$ cat config.mk
export PLATFORM = sky130hd
export DESIGN_NAME = mod503_chunk_accum_flat
export DESIGN_NICKNAME = d
export VERILOG_FILES = /design/src/rtl/mod503_chunk_accum_if.sv /design/src/rtl/mod503_chunk_accum.sv /design/src/flat_wrapper.sv
export SDC_FILE = /design/constraint.sdc
export NUM_CORES = 1
export LEC_CHECK = 0
export BUFFER_PORTS_ARGS = -buffer_cell sky130_fd_sc_hd__buf_2
export CORE_MARGIN = 1.5
export CORE_UTILIZATION = 40
export DETAILED_ROUTE_END_ITERATION = 8
export HOLD_SLACK_MARGIN = 0.03
export SLEW_MARGIN = 20
export SYNTH_ARGS = -nofsm -noshare
export SYNTH_HDL_FRONTEND = slang
export SYNTH_SLANG_ARGS = --single-unit
export TNS_END_PERCENT = 5
$ cat constraint.sdc
create_clock -name clk -period 11.6 [get_ports clk]
set_input_delay 2.32 -clock clk [delete_from_list [all_inputs] [get_ports clk]]
set_output_delay 2.32 -clock clk [all_outputs]
set_load 0.01 [all_outputs]
$ cat src/rtl/mod503_chunk_accum_if.sv
`default_nettype none
// ============================================================================
// Module   : mod503_chunk_accum_if
// Purpose  : Stream bundle for mod503_chunk_accum. It carries the partial
//            residue input stream (valid/ready/last) and the frame result
//            output stream (valid/ready plus result fields).
// Ports    : none. Parameters W (residue width) and NCHUNK (max beats).
// Modports : master - upstream producer / result consumer side
//            slave  - the accumulator itself
// Options  : MOD503_RANGE_CHECK_EN adds out_range_err to the bundle.
// Revision : 1.0 - initial release
// ============================================================================
interface mod503_chunk_accum_if #(
  parameter int W      = 9,
  parameter int NCHUNK = 4
) ();
  localparam int BW = $clog2(NCHUNK + 1);

  logic          in_valid;
  logic          in_ready;
  logic [W-1:0]  in_residue;
  logic          in_last;
  logic          out_valid;
  logic          out_ready;
  logic [W-1:0]  out_residue;
  logic          out_overrun;
  logic [BW-1:0] out_beats;
`ifdef MOD503_RANGE_CHECK_EN
  logic          out_range_err;
`endif

  modport master (
    output in_valid, in_residue, in_last, out_ready,
    input  in_ready, out_valid, out_residue, out_overrun,
`ifdef MOD503_RANGE_CHECK_EN
    input  out_range_err,
`endif
    input  out_beats
  );

  modport slave (
    input  in_valid, in_residue, in_last, out_ready,
    output in_ready, out_valid, out_residue, out_overrun,
`ifdef MOD503_RANGE_CHECK_EN
    output out_range_err,
`endif
    output out_beats
  );
endinterface
`default_nettype wire

$ cat src/rtl/mod503_chunk_accum.sv
`default_nettype none
// ============================================================================
// Module   : mod503_chunk_accum
// Purpose  : Sums a frame of W-bit partial residues modulo MOD and presents
//            one fully reduced residue per frame. A frame closes on in_last
//            or is force-closed after NCHUNK beats (flagged as overrun).
// Ports    : clk  - clock, rising edge
//            rst  - synchronous active-high reset
//            bus  - mod503_chunk_accum_if.slave
//                   in_valid/in_ready/in_residue/in_last : beat stream
//                   out_valid/out_ready                  : result handshake
//                   out_residue  : frame sum mod MOD (< MOD)
//                   out_overrun  : frame closed at NCHUNK beats w/o in_last
//                   out_beats    : beats consumed in the reported frame
//                   out_range_err: (optional) some beat had in_residue >= MOD
// Options  : define MOD503_RANGE_CHECK_EN to enable out_range_err.
// Revision : 1.0 - initial release
// ============================================================================
module mod503_chunk_accum #(
  parameter int MOD    = 503,
  parameter int W      = 9,
  parameter int NCHUNK = 4
) (
  input  logic                  clk,
  input  logic                  rst,
  mod503_chunk_accum_if.slave   bus
);
  localparam int BW = $clog2(NCHUNK + 1);
  localparam logic [W-1:0]  c_MOD    = W'(MOD);
  localparam logic [W:0]    c_MOD_X  = (W + 1)'(MOD);
  localparam logic [BW-1:0] c_NCHUNK = BW'(NCHUNK);

  typedef enum logic [1:0] {
    ST_IDLE = 2'd0,
    ST_ACC  = 2'd1,
    ST_DONE = 2'd2
  } state_t;

  state_t        r_state;
  logic [W-1:0]  r_acc;
  logic [BW-1:0] r_count;
  logic          r_out_valid;
  logic [W-1:0]  r_out_residue;
  logic          r_out_overrun;
  logic [BW-1:0] r_out_beats;

  logic          w_in_ready;
  logic          w_accept;
  logic          w_hi;
  logic [W-1:0]  w_r;
  logic [W-1:0]  w_base_acc;
  logic [BW-1:0] w_base_cnt;
  logic [W:0]    w_sum;
  logic [W-1:0]  w_acc_next;
  logic [BW-1:0] w_cnt_next;
  logic          w_close;

  assign w_in_ready = !r_out_valid | bus.out_ready;
  assign w_accept   = bus.in_valid & w_in_ready;

  // The modulus exceeds 2^(W-1), so one conditional subtract fully reduces any W-bit input.
  assign w_hi = (bus.in_residue >= c_MOD);
  assign w_r  = w_hi ? (bus.in_residue - c_MOD) : bus.in_residue;

  // Only ACC continues a frame; a beat taken in IDLE or DONE (simultaneous
  // with consume) starts a fresh frame from zero.
  assign w_base_acc = (r_state == ST_ACC) ? r_acc   : '0;
  assign w_base_cnt = (r_state == ST_ACC) ? r_count : '0;

  // Both operands < MOD, so the W+1-bit sum needs at most one subtract.
  assign w_sum      = {1'b0, w_base_acc} + {1'b0, w_r};
  assign w_acc_next = (w_sum >= c_MOD_X) ? W'(w_sum - c_MOD_X) : W'(w_sum);
  assign w_cnt_next = w_base_cnt + BW'(1);
  assign w_close    = bus.in_last | (w_cnt_next == c_NCHUNK);

`ifdef MOD503_RANGE_CHECK_EN
  logic r_err;
  logic r_out_err;
  logic w_err_next;
  assign w_err_next        = ((r_state == ST_ACC) & r_err) | w_hi;
  assign bus.out_range_err = r_out_err;
`endif

  always_ff @(posedge clk) begin
    if (rst) begin
      r_state       <= ST_IDLE;
      r_acc         <= '0;
      r_count       <= '0;
      r_out_valid   <= 1'b0;
      r_out_residue <= '0;
      r_out_overrun <= 1'b0;
      r_out_beats   <= '0;
`ifdef MOD503_RANGE_CHECK_EN
      r_err         <= 1'b0;
      r_out_err     <= 1'b0;
`endif
    end else begin
      if (r_state == ST_DONE && bus.out_ready) begin
        r_out_valid <= 1'b0;
        r_state     <= ST_IDLE;
      end
      // A beat overrides the consume transition above when both happen.
      if (w_accept) begin
        if (w_close) begin
          r_state       <= ST_DONE;
          r_out_valid   <= 1'b1;
          r_out_residue <= w_acc_next;
          r_out_overrun <= !bus.in_last;
          r_out_beats   <= w_cnt_next;
          r_acc         <= '0;
          r_count       <= '0;
`ifdef MOD503_RANGE_CHECK_EN
          r_out_err     <= w_err_next;
          r_err         <= 1'b0;
`endif
        end else begin
          r_state <= ST_ACC;
          r_acc   <= w_acc_next;
          r_count <= w_cnt_next;
`ifdef MOD503_RANGE_CHECK_EN
          r_err   <= w_err_next;
`endif
        end
      end
    end
  end

  assign bus.in_ready    = w_in_ready;
  assign bus.out_valid   = r_out_valid;
  assign bus.out_residue = r_out_residue;
  assign bus.out_overrun = r_out_overrun;
  assign bus.out_beats   = r_out_beats;

endmodule
`default_nettype wire

$ cat src/flat_wrapper.sv
// flat-port wrapper written by rule: the top's interface ports become plain ports
module mod503_chunk_accum_flat 
#(
  parameter int MOD    = 503,
  parameter int W      = 9,
  parameter int NCHUNK = 4
)
  (clk, rst, bus_in_valid, bus_in_residue, bus_in_last, bus_out_ready, bus_in_ready, bus_out_valid, bus_out_residue, bus_out_overrun, bus_out_beats);
  mod503_chunk_accum_if #(.W(W), .NCHUNK(NCHUNK)) bus_i ();
  input  logic clk;
  input  logic rst;
  input wire logic [$bits(bus_i.in_valid)-1:0] bus_in_valid;
  input wire logic [$bits(bus_i.in_residue)-1:0] bus_in_residue;
  input wire logic [$bits(bus_i.in_last)-1:0] bus_in_last;
  input wire logic [$bits(bus_i.out_ready)-1:0] bus_out_ready;
  output wire logic [$bits(bus_i.in_ready)-1:0] bus_in_ready;
  output wire logic [$bits(bus_i.out_valid)-1:0] bus_out_valid;
  output wire logic [$bits(bus_i.out_residue)-1:0] bus_out_residue;
  output wire logic [$bits(bus_i.out_overrun)-1:0] bus_out_overrun;
  output wire logic [$bits(bus_i.out_beats)-1:0] bus_out_beats;
  assign bus_i.in_valid = bus_in_valid;
  assign bus_i.in_residue = bus_in_residue;
  assign bus_i.in_last = bus_in_last;
  assign bus_i.out_ready = bus_out_ready;
  assign bus_in_ready = bus_i.in_ready;
  assign bus_out_valid = bus_i.out_valid;
  assign bus_out_residue = bus_i.out_residue;
  assign bus_out_overrun = bus_i.out_overrun;
  assign bus_out_beats = bus_i.out_beats;
  mod503_chunk_accum #(.MOD(MOD), .W(W), .NCHUNK(NCHUNK)) u_core (.clk(clk), .rst(rst), .bus(bus_i));
endmodule
==> summary.md <==
| Metric | Value |
|---|---|
| Top FF cell, synth | dfxtp_1 |
| Clock Skews | ~12 ps |
| CP Buf/Inv Count | 2 |
| RSZ-0062 raised after global routing | no |
| Drt drc | 0 |
| Row Count | 26 |
| DRT Pass-1 Iters | 4 |
| TNS Setup | 0 ps |
| Layout cell share with drive strength beyond 1 | 17.08% |
| CTS Hold Bufs | 0 |
| Worst-Margin Slew | 879.5 ps |
| DR WL/cell | between 10 and 15 um |
| DRT iter0 DRCs | 72 |
| CP max stage cell | or3_2 |
| Cell Chain, Critical Path | buf_2 -> ha_1 -> nand2b_1 -> a21oi_1 -> nor2_1 -> xor2_1 -> ha_1 -> inv_1 -> fa_1 -> nand2b_1 -> a211oi_1 -> or2_0 -> xor2_1 -> a41oi_4 -> or3_2 -> a31oi_1 |
| Fin cells | 351 |
| CP required | between 10000 and 15000 ps |
| Vias in the first global route | 1788 |
| Most common cell in the netlist | dfxtp_1 |
| Final hold violation count | 0 |
| GP Congestion | ~0.78 |
| Clock latency on the worst-skew pair | 280 ps |
| Max Cap Viol | 0 |
| Fin crit share | 50.16% |
| Synth Cell Area | 2078 um2 |
| Sequential share of the synthesized area | 26.97% |
| Worst r2r src | u_core.r_state[0] |
| Total CTS buffers | 3 |
| FILL cells | 494 |
| Mapped Avg Cell Area | 8.024 um2 |
| Element type at the critical path start | primary input |
| Status | completed |
| Max clock buf depth | 2 |
| Worst Hold Slack | between 400 and 500 ps |
| Global router's overall resource usage | between 10% and 20% |
| Max_slew headroom | 40.62% |
| Synth area leaders | dfxtp_1, ha_1, nand2_1 |
| Htree depth | 1 |
| Nets | 311 |
| Yosys reg bits | 28 |
| Crit-path max FO | 9 |
| Crit. End Element | flip-flop |
| Die ar. | 5637 um2 |
| Yosys synthesis warning count | 0 |
| Min Tclk post-route | 5818 ps |
| Area leader, netlist | dfxtp_1 |
| CTS tree | built |
| WL final | 4855 um |
| DR vias/cell | 5.433 |
| Flop-to-flop setup slack | 7500 ps |
| Syn nets | 288 |
| Cell Pwr Density | approximately 97 nW/um2 |
| Total power | 227.2 uW |
| First-pass GRT wire length | 8169 um |
| Synth top area share | 26.97% |
| Starting density of the core | around 40% |
| Tightest Hold Check Type | reg2reg |
| Final Max Slew Viols | 0 |
| Synth async-reset ratio | 0% |
| Core box area | 5042 um2 |
| Clock Root Buffer | clkbuf_8 |
| Crit path DAT | 6020 ps |
| Port bufs | 28 |
| Finish-stage setup viols | 0 |
| GRT overflow | 0 |
| Min-Delay Startpoint | u_core.r_acc[0] |
| HPWL after detailed placement | 3689 um |
| Via Count | 1907 |
| Clock sinks | 28 |
| Dpl cell area | 2260 um2 |
| Synthesized instance count | 259 |
| Setup Fix Bufs, Post-CTS | 0 |
| Post-DRT Antenna Nets | 0 |
| Post-Place Cells | roughly 350 |
| Critical path launch point | bus_in_residue[0] |
| Synth cell count leaders | dfxtp_1, nand2_1, nor2_1, o21ai_0, ha_1 |
| Number of synthesized flops with an enable pin | 0 |
| Count of cell types in the netlist | between 50 and 60 |
| Clk slew on worst S/H paths | 100 ps |
| Setup CP Type | in2reg |
| Top Ports | 29 |
| Die H | 75.08 um |
| Cell family with most CP delay | simple AND/OR/NAND/NOR gates |
| Post-route design area | roughly 2300 um2 |
| Largest net degree at the start of global routing | 21 |
| Critical Path Max Stage Delay | 460 ps |
| Post-CTS sizing | 0 |
| Die width | 75.08 um |
| Area Growth Syn to Fin | 12.28% |
| Antenna violations before repair | 0 |
| # diodes | 0 |
| Worst IR Drop VDD | 54.14 uV |
| LEAKAGE | 0.0009941 uW |
| Max Clock Freq | 0.1719 GHz |
==> worst paths after layout <==
kind | endpoint | cells past startpoint
worst min-delay path | u_core.r_acc[0] | 2
worst max register to register | u_core.bus.out_residue[2] | 12
worst min register to register | u_core.r_acc[0] | 2
worst max-delay path | u_core.bus.out_residue[2] | 16
==> layer usage <==
metal  track usage (%)  share of wire, %  vias to the layer above  wire length [um]
li1                  -                 -                      985                 -
met1             25.75                52                      881              2545
met2             31.07                44                       37              2144
met3             2.142               2.6                        4               128
met4             4.242              0.76                        0                37
met5                 0                 0                        -                 0
==> placed cells by master, fill, tap and decap left out, types with 6 or more instances in the layout <==
| cell | Yosys | final |
|---|---|---|
| a21oi_1 | 11 | 11 |
| dfxtp_1 | 28 | 28 |
| xor2_1 | 9 | 9 |
| nor2_1 | 26 | 25 |
| nand3_1 | 8 | 8 |
| buf_2 | 1 | 28 |
| and2_1 | 12 | 12 |
| nand2_1 | 27 | 27 |
| nor3_1 | 6 | 6 |
| nand2b_1 | 7 | 7 |
| a211oi_1 | 6 | 6 |
| nor2b_1 | 6 | 6 |
| ha_1 | 14 | 14 |
| inv_1 | 7 | 7 |
| o21ai_0 | 15 | 15 |
==> stage by stage <==
step,utilization [%],setup slack (ps)
floorplan,-,6195
global placement,44.81,5556
detailed placement,44.81,5589
CTS,46.23,5831
global route,46.28,5503
finish,46.28,5782
==> registers in the layout, indices dropped and copies added (netlist names) <==
signal	flops
u_core.r_acc	9
u_core.bus.out_beats	3
u_core.r_count	3
u_core.bus.out_residue	9
u_core.bus.out_valid	1
u_core.bus.out_overrun	1
u_core.r_state	2
==> cells by family (layout without fill, tap and decap cells) <==
| family | Yosys count | count (layout) | synth area share, % |
|---|---|---|---|
| AOI/OAI and AO/OA | 65 | 65 | 22.94 |
| xor gates and xnor gates | 12 | 12 | 5.058 |
| adders and majority gates | 15 | 15 | 9.392 |
| buffers and inverters | 17 | 39 | 3.492 |
| DFF | 28 | 28 | 26.97 |
| muxes | 5 | 5 | 2.468 |
| and+or+nand+nor | 117 | 117 | 29.68 |
==> power breakdown <==
group | internal, uW | switching [uW] | total (uW)
clock network | 46.2 | 30.1 | 76.3
registers | 101 | 2.66 | 104
logic | 17.5 | 29.5 | 47.0
total | 165 | 62.3 | 227
==> worst register-to-register path: stages, from the launching register on <==
cell and delay, ps:
dfxtp_1 390, nor2b_1 650, and2_1 230, ha_1 180, inv_1 60, fa_1 430
nand2b_1 190, a211oi_1 340, or2_0 310, xor2_1 350, a41oi_4 250, or3_2 460
a31oi_1 200
==> final cells by class <==
class	instances	area (um2)	share of cell area [%]
clock buffers	3	41.29	1.769
repair buffers	28	140.1	6.005
inverters	7	26.28	1.126
flip-flops and latches	28	560.5	24.02
well taps	70	87.58	3.753
multi-input cells	214	1448	62.04
clock inverters	1	30.03	1.287
Note: power is estimated with default switching activity, not from simulation.
